**src/rtl/benes_cfg_loader.sv**
```systemverilog
// Shadow/active configuration loader for a 32x32 Benes switch fabric.
// Software streams NWORDS words into a shadow buffer; apply_req commits a complete shadow atomically.
//
// state | meaning
// ------+---------------------------------------------------------------
// LOAD  | accepting words into shadow, cfg_ready high
// FULL  | shadow complete, waiting for apply_req, incoming words ignored
module benes_cfg_loader #(
  parameter int N_STAGES = 9,
  parameter int N_SW     = 16,
  parameter int WORD_W   = 32
) (
  input  logic                       clk,
  input  logic                       rst,
  input  logic [WORD_W-1:0]          cfg_word,
  input  logic                       cfg_valid,
  output logic                       cfg_ready,
  input  logic                       cfg_clear,
  input  logic                       apply_req,
  output logic [N_STAGES*N_SW-1:0]   switch_set,
  output logic                       shadow_full,
  output logic                       active_valid,
  output logic                       apply_done,
  output logic [2:0]                 load_cnt
);

  localparam int TOTAL = N_STAGES * N_SW;
  localparam int NWORDS = (TOTAL + WORD_W - 1) / WORD_W;
  localparam logic [2:0] LAST_IDX = 3'(NWORDS - 1);

  typedef enum logic {LOAD = 1'b0, FULL = 1'b1} state_t;

  state_t state, state_nxt;
  logic [2:0] cnt_nxt;
  logic xfer_ok;
  logic apply_ok;
  logic [TOTAL-1:0] shadow;

  always_ff @(posedge clk) begin
    if (rst) begin
      state    <= LOAD;
      load_cnt <= 3'd0;
    end else begin
      state    <= state_nxt;
      load_cnt <= cnt_nxt;
    end
  end

  always_comb begin
    state_nxt = state;
    cnt_nxt   = load_cnt;
    if (cfg_clear) begin
      state_nxt = LOAD;
      cnt_nxt   = 3'd0;
    end else begin
      case (state)
        LOAD: begin
          if (xfer_ok) begin
            cnt_nxt = load_cnt + 3'd1;
            if (load_cnt == LAST_IDX) state_nxt = FULL;
          end
        end
        FULL: begin
          if (apply_req) begin
            state_nxt = LOAD;
            cnt_nxt   = 3'd0;
          end
        end
        default: begin
          state_nxt = LOAD;
          cnt_nxt   = 3'd0;
        end
      endcase
    end
  end

  // Clear outranks both a word transfer and a commit in the same cycle.
  always_comb begin
    cfg_ready   = (state == LOAD);
    shadow_full = (state == FULL);
    xfer_ok     = cfg_ready && cfg_valid && !cfg_clear;
    apply_ok    = (state == FULL) && apply_req && !cfg_clear;
  end

  // One register per word; the last word keeps only the bits that map onto real switches.
  for (genvar k = 0; k < NWORDS; k++) begin : g_word
    localparam int LO = k * WORD_W;
    localparam int W  = ((LO + WORD_W) <= TOTAL) ? WORD_W : (TOTAL - LO);
    logic [W-1:0] word_q;

    always_ff @(posedge clk) begin
      if (xfer_ok && (load_cnt == 3'(k))) word_q <= cfg_word[W-1:0];
    end

    assign shadow[LO +: W] = word_q;
  end

  always_ff @(posedge clk) begin
    if (rst) begin
      switch_set   <= '0;
      active_valid <= 1'b0;
      apply_done   <= 1'b0;
    end else begin
      apply_done <= apply_ok;
      if (apply_ok) begin
        switch_set   <= shadow;
        active_valid <= 1'b1;
      end
    end
  end

endmodule

```
**config.mk**
```make
export PLATFORM = sky130hd
export DESIGN_NAME = benes_cfg_loader
export DESIGN_NICKNAME = d
export VERILOG_FILES = /design/src/rtl/benes_cfg_loader.sv
export SDC_FILE = /design/constraint.sdc
export NUM_CORES = 1
export LEC_CHECK = 0
export BUFFER_PORTS_ARGS = -buffer_cell sky130_fd_sc_hd__buf_2
export CORE_MARGIN = 3
export CORE_UTILIZATION = 40
export DETAILED_ROUTE_END_ITERATION = 6
export HOLD_SLACK_MARGIN = 0.03
export REMOVE_ABC_BUFFERS = 1
export SETUP_SLACK_MARGIN = 0.05
export SLEW_MARGIN = 40
export SYNTH_ARGS = -nofsm -noshare
export SYNTH_HDL_FRONTEND = slang
export SYNTH_SLANG_ARGS = --single-unit
```
**constraint.sdc**
```tcl
create_clock -name clk -period 2.9 [get_ports clk]
set_clock_uncertainty 0.2 [all_clocks]
set_input_delay 0 -clock clk [delete_from_list [all_inputs] [get_ports clk]]
set_output_delay 0 -clock clk [all_outputs]
set_load 0.02 [all_outputs]
```
==> impl_metrics.tcl, run 1 <==
set metrics [dict create \
    clk_path_buf_depth 3 \
    final_nets 1082 \
    maxSlewViolCount 0 \
    routed_wl_mm 21.78 \
    slowest_stage "and3_2" \
    final_cell_mix "nand2_1 (292), buf_2 (186), dfxtp_1 (150)" \
    io_buffers 187 \
    period_needed_ps 2303 \
    insertion_delay_ps 530 \
    cts_buffers 30 \
    core-area_um2 23610 \
    start_util 0.4085 \
    chipHeight_um 161.3 \
    crit_start "shadow_full$_SDFF_PP0_" \
    drtIter0Drc 433 \
    grt_pass1_vias 6425 \
    cp_top_family "simple AND/OR/NAND/NOR gates" \
    finalHoldViolations 0 \
    fp.dieArea_um2 26010 \
    h-tree-depth 1 \
    synth_top_cell_area_share 0.4483 \
    die_width_um 161.3 \
    synth_seq_area_share 0.7596 \
    synth_edf_count 144 \
    cp_cell_sequence "nor3b_1 > and3_2 > buf_12" \
    io_pins 188 \
    r2r_slack_ps 600 \
    path_class "reg -> reg" \
    stdcell_count 1383 \
    cts_resized 0 \
    clk_pin_slew_ps 60 \
    cp.arrival_ps 2330 \
    postRouteAntennaNets 0 \
    antenna_found_initial 0 \
    power_frac_comb 0.021 \
    power_per_cell_area_nw_per_um2 663.0 \
    clockRootBuffer "clkbuf_16" \
    r2r-start "shadow_full$_SDFF_PP0_" \
    min_from "cfg_word[7]" \
    crit_required_ps 2930 \
    maxSlewHeadroom 0.5386 \
    synth_area_leader_cell "edfxtp_1" \
    overflow 0 \
    grt_usage 0.1647 \
    hpwlAfterDp_mm 13.01 \
    synth_area_leaders "edfxtp_1 (45%), dfxtp_1 (31%), nand2_1 (11%)" \
    syn_area_per_cell_um2 11.91 \
    fill_cells 2152 \
    power_mw 8.138 \
    rows 56 \
    r2r_end "g_word[1].word_q[19]$_DFFE_PP_" \
    whs_ps 44.79 \
    startpoint_type "flip-flop" \
    p_leak_nw 4.594 \
    utilization 0.5198 \
    grt_first_pass_wirelength_mm 34.42 \
    avgRoutedWirePerCell_um 15.75 \
    grtUsageMet3 0.03745 \
    r2r_cells 3 \
    critPathCaptureType "flip-flop" \
    max_slew.worst_pin.slew_ps 690.0 \
    grt_busiest_layer "met2" \
    status "finished, final reports clean" \
    antennaDiodeCount 0 \
    synth_seq_cells 294 \
    syn_inst 810 \
    rsz0062_at_grt "false" \
    grt_use_met1 0.2222 \
    slowest_delay_ps 610 \
    syn_area_um2 9646 \
    cp_max_fo 17 \
    path_buf_inv 1 \
    vias 6482 \
    clock_sinks 294 \
    switchingPower_mw 1.596 \
    ir_worst_vdd_mv 0.4358 \
    post-route-drc-count 0 \
    finalSetupTns_ps 0 \
    avgViaCountPerCell 4.687 \
    power_frac_clock 0.440 \
    p_int_mw 6.541 \
    multi_input_area_um2 2022 \
    min_path_type "in -> reg" \
    dp.cells 1280 \
    holdPathStages 2 \
    synth.yosys.warnings 0 \
    seqPwrFrac 0.539 \
    synth_ff_type "dfxtp_1" \
    drive_gt1_frac 0.2312 \
    grt_max_degree 67 \
    synth_cell_type_count 22 \
    cts_tree "yes" \
    place_congestion 0.7416 \
    maxCapViolCount 0 \
    endpoint "g_word[1].word_q[19]$_DFFE_PP_" \
    timing.fmax_mhz 434.3 \
    area_delta_synth_final_pct 27.25 \
    switching_share 0.1962 \
    finalCritPeriodShare 0.7940 \
    async_reset_ff_frac 0 \
    first_pass_iters 4 \
    regArea_um2 7327 \
    final_common_cell "nand2_1" \
    cp.depth 3 \
    met2_usage 0.2730 \
    setup_viol 0 \
]
cell usage after synthesis, types with 4 or more instances:
cell type and instances:
a21oi_1 144, buf_2 18, buf_4 8, buf_6 7
clkbuf_1 17, dfxtp_1 150, edfxtp_1 144, ha_1 5
inv_1 4, nand2_1 292
kinds of logic after synthesis:
family	after synthesis	share of synthesized area
flip-flops	294	0.7596
adder cells (fa/ha/maj)	5	0.006486
buffers and inverters	54	0.03191
AO/OA/AOI/OAI	148	0.07796
AND/OR/NAND/NOR	309	0.1240
worst min-delay path by stage:
stage	to
2_1_floorplan	switch_set[0]$_SDFFE_PP0P_
5_1_grt	g_word[1].word_q[28]$_DFFE_PP_
4_1_cts	g_word[1].word_q[30]$_DFFE_PP_
6_report	g_word[4].word_q[7]$_DFFE_PP_
3_5_place_dp	g_word[3].word_q[16]$_DFFE_PP_
3_3_place_gp	g_word[3].word_q[31]$_DFFE_PP_
registers in the layout, summed over array words and instances (netlist names):
register,cells
active_valid,1
apply_done,1
g_word.word_q,144
load_cnt,3
shadow_full,1
switch_set,144
power by group through the flow:
stage                     Clock, mW  Combinational [mW]  Sequential (mW)
after floorplan                   0              0.0147             4.48
after global routing           3.86               0.183             4.39
after CTS                      3.67               0.169             4.39
after detailed placement          0               0.120             4.48
after global placement            0               0.119             4.48
final                          3.58               0.168             4.39
metal layers:
metal | wire length [um] | up-vias | part of all wire
met1 | 9681 | 3108 | 0.44
met4 | 325 | 0 | 0.015
met5 | 0 | - | 0
met2 | 10480 | 149 | 0.48
met3 | 1295 | 27 | 0.059
li1 | - | 3198 | -
per-stage QoR:
stage / setup slack [ps] / area (um^2)
floorplan: -901.4 / 9353
global placement: 643.6 / 10880
detailed placement: 598.8 / 10880
CTS: 582.9 / 12270
global route: 379.2 / 12270
finish: 597.3 / 12270
what timing repair did:
item	CTS	global route
hold buffers	47	0
endpoints found under the hold margin	285	0
buffers inserted	0	0
cell type report:
class | instances | area share
Sequential cell | 294 | 0.5969
Clock inverter | 12 | 0.006320
Multi-Input combinational cell | 462 | 0.1647
Clock buffer | 44 | 0.06881
Timing Repair Buffer | 248 | 0.1295
Inverter | 4 | 0.001223
Tap cell | 319 | 0.03252
No activity file was read; power rests on OpenSTA's default activity.
==> run 2: changes to the inputs <==
ABC_AREA = 1   (was not set)
clock period = 1.9 ns   (was 2.9 ns; I/O delays follow)
==> impl_metrics.tcl, run 2 <==
set metrics [dict create \
    clk_path_buf_depth 3 \
    insertion_delay_ps 520 \
    final_cell_mix "nor2_1 (294), buf_2 (187), dfxtp_1 (150)" \
    clockRootBuffer "clkbuf_16" \
    grt_max_degree 96 \
    finalHoldViolations 0 \
    grt_pass1_vias 6305 \
    vias 6380 \
    core-area_um2 23540 \
    period_needed_ps 1721 \
    post-cts-setup-buffer-count 0 \
    power_mw 12.48 \
    finalSetupTns_ps 0 \
    final_common_cell "nor2_1" \
    synth.yosys.warnings 0 \
    ir_worst_vdd_mv 0.6158 \
    yosysMostFrequentCell "nor2_1" \
    clock_sinks 294 \
    final_nets 1091 \
    synth_edf_count 144 \
    cts_resized 0 \
    cts_hold_buffers 45 \
    startpoint_type "flip-flop" \
    top_regs "g_word.word_q x144, switch_set x144, load_cnt x3" \
    synth_cell_type_count 19 \
    synth_area_leaders "edfxtp_1 (45%), dfxtp_1 (31%), nor2_1 (12%)" \
    die_width_um 160.9 \
    maxSlewHeadroom 0.6421 \
    p_leak_nw 4.856 \
    io_buffers 187 \
    routed_wl_mm 20.86 \
    cp_max_fo 32 \
    io_pins 188 \
    syn_area_per_cell_um2 11.81 \
    first_pass_iters 4 \
    postRouteAntennaNets 0 \
    setup_viol 0 \
    power_per_cell_area_nw_per_um2 1010 \
    grt_usage 0.1603 \
    hpwlAfterDp_mm 12.64 \
    cts_tree "yes" \
    synth_area_leader_cell "edfxtp_1" \
    synth_top_cell_area_share 0.4504 \
    pre_cts_slack_ps 171.0 \
    post-route-drc-count 0 \
    critPathCaptureType "flip-flop" \
    async_reset_ff_frac 0 \
    stdcell_count 1390 \
    cts_buffers 29 \
    synth_seq_cells 294 \
    maxSlewViolCount 0 \
    min_path_type "in -> reg" \
    grt_first_pass_wirelength_mm 33.75 \
    rows 56 \
    avgRoutedWirePerCell_um 15.01 \
    path_class "reg -> reg" \
    area_delta_synth_final_pct 28.66 \
    rsz0062_at_grt "false" \
    drtIter0Drc 490 \
    synth_seq_area_share 0.7632 \
    timing.fmax_mhz 580.9 \
    chipHeight_um 160.9 \
    avgViaCountPerCell 4.590 \
    synth_ff_type "dfxtp_1" \
    syn_inst 813 \
    max_slew.worst_pin.slew_ps 536.9 \
    synthTopCellsByCount "nor2_1 (298), dfxtp_1 (150), edfxtp_1 (144), o21ai_0 (144), clkbuf_1 (22)" \
    syn_area_um2 9600 \
    status "finished, final reports clean" \
    worst_slack_ps 178.6 \
    fp.dieArea_um2 25900 \
    antenna_found_initial 0 \
    drive_gt1_frac 0.2390 \
    antennaDiodeCount 0 \
    maxCapViolCount 0 \
    start_util 0.4078 \
    cp.arrival_ps 1720 \
    place_congestion 0.7357 \
    crit_required_ps 1900 \
    finalCritPeriodShare 0.9060 \
    clk_pin_slew_ps 60 \
    h-tree-depth 1 \
    dp.cells 1292 \
    overflow 0 \
]
## run 2: cell count changes after synthesis, moves of 5 or more
cell,delta
clkbuf_1,+5
nand2_1,-285
buf_2,-6
clkbuf_2,+5
buf_4,-8
nor2_1,+295
o21ai_0,+144
a21oi_1,-140
## run 2: area by class of cell
class                           instances  area, um^2
Tap cell                              319       399.1
Clock buffer                           37       795.8
Clock inverter                         16       125.1
Multi-Input combinational cell        465        2033
Inverter                                9       37.54
Sequential cell                       294        7327
Fill cell                            2106       11190
Timing Repair Buffer                  250        1634
## run 2: critical path: stages, from the launching register on
cell     delay (ps)
dfxtp_1         360
nor2_1          160
nand2_1         130
buf_4           200
nor2_4          100
buf_12          240
## run 2: power breakdown
part / switching (mW) / internal [mW] / leakage, nW
Clock: 2.25 / 3.21 / 0.456
Combinational: 0.189 / 0.141 / 1.89
Sequential: 0.00757 / 6.68 / 2.51
## run 2: final timing paths
path	from	end	slack [ps]	cells past startpoint
setup / recovery	shadow_full$_SDFF_PP0_	g_word[2].word_q[22]$_DFFE_PP_	180	5
hold / removal	cfg_word[27]	g_word[2].word_q[27]$_DFFE_PP_	50	2
setup reg to reg	shadow_full$_SDFF_PP0_	g_word[2].word_q[22]$_DFFE_PP_	180	5
hold reg to reg	switch_set[115]$_SDFFE_PP0P_	switch_set[115]$_SDFFE_PP0P_	270	2
## run 2: cell families (layout without fill, tap and decap cells)
kind of cell,Yosys count,in the layout,synth area share
AND/OR/NAND/NOR,312,312,0.1250
flip-flops,294,294,0.7632
AO/OA/AOI/OAI,148,148,0.07715
buffers and inverters,54,312,0.02815
adder cells (fa/ha/maj),5,5,0.006516
## run 2: metrics by stage
| step | area, um^2 | hold slack, ps | utilization |
|---|---|---|---|
| floorplan | 9365 | -127.6 | - |
| global placement | 10980 | 7.656 | 0.4664 |
| detailed placement | 10980 | 19.87 | 0.4664 |
| CTS | 12350 | 30.92 | 0.5247 |
| global route | 12350 | 46.76 | 0.5247 |
| finish | 12350 | 50.90 | 0.5247 |
## run 2: layer usage
layer | global-route usage | wire length, um
met5 | 0 | 0
met4 | 0.03637 | 292
met3 | 0.03044 | 1321
met2 | 0.2655 | 9850
met1 | 0.2210 | 9399
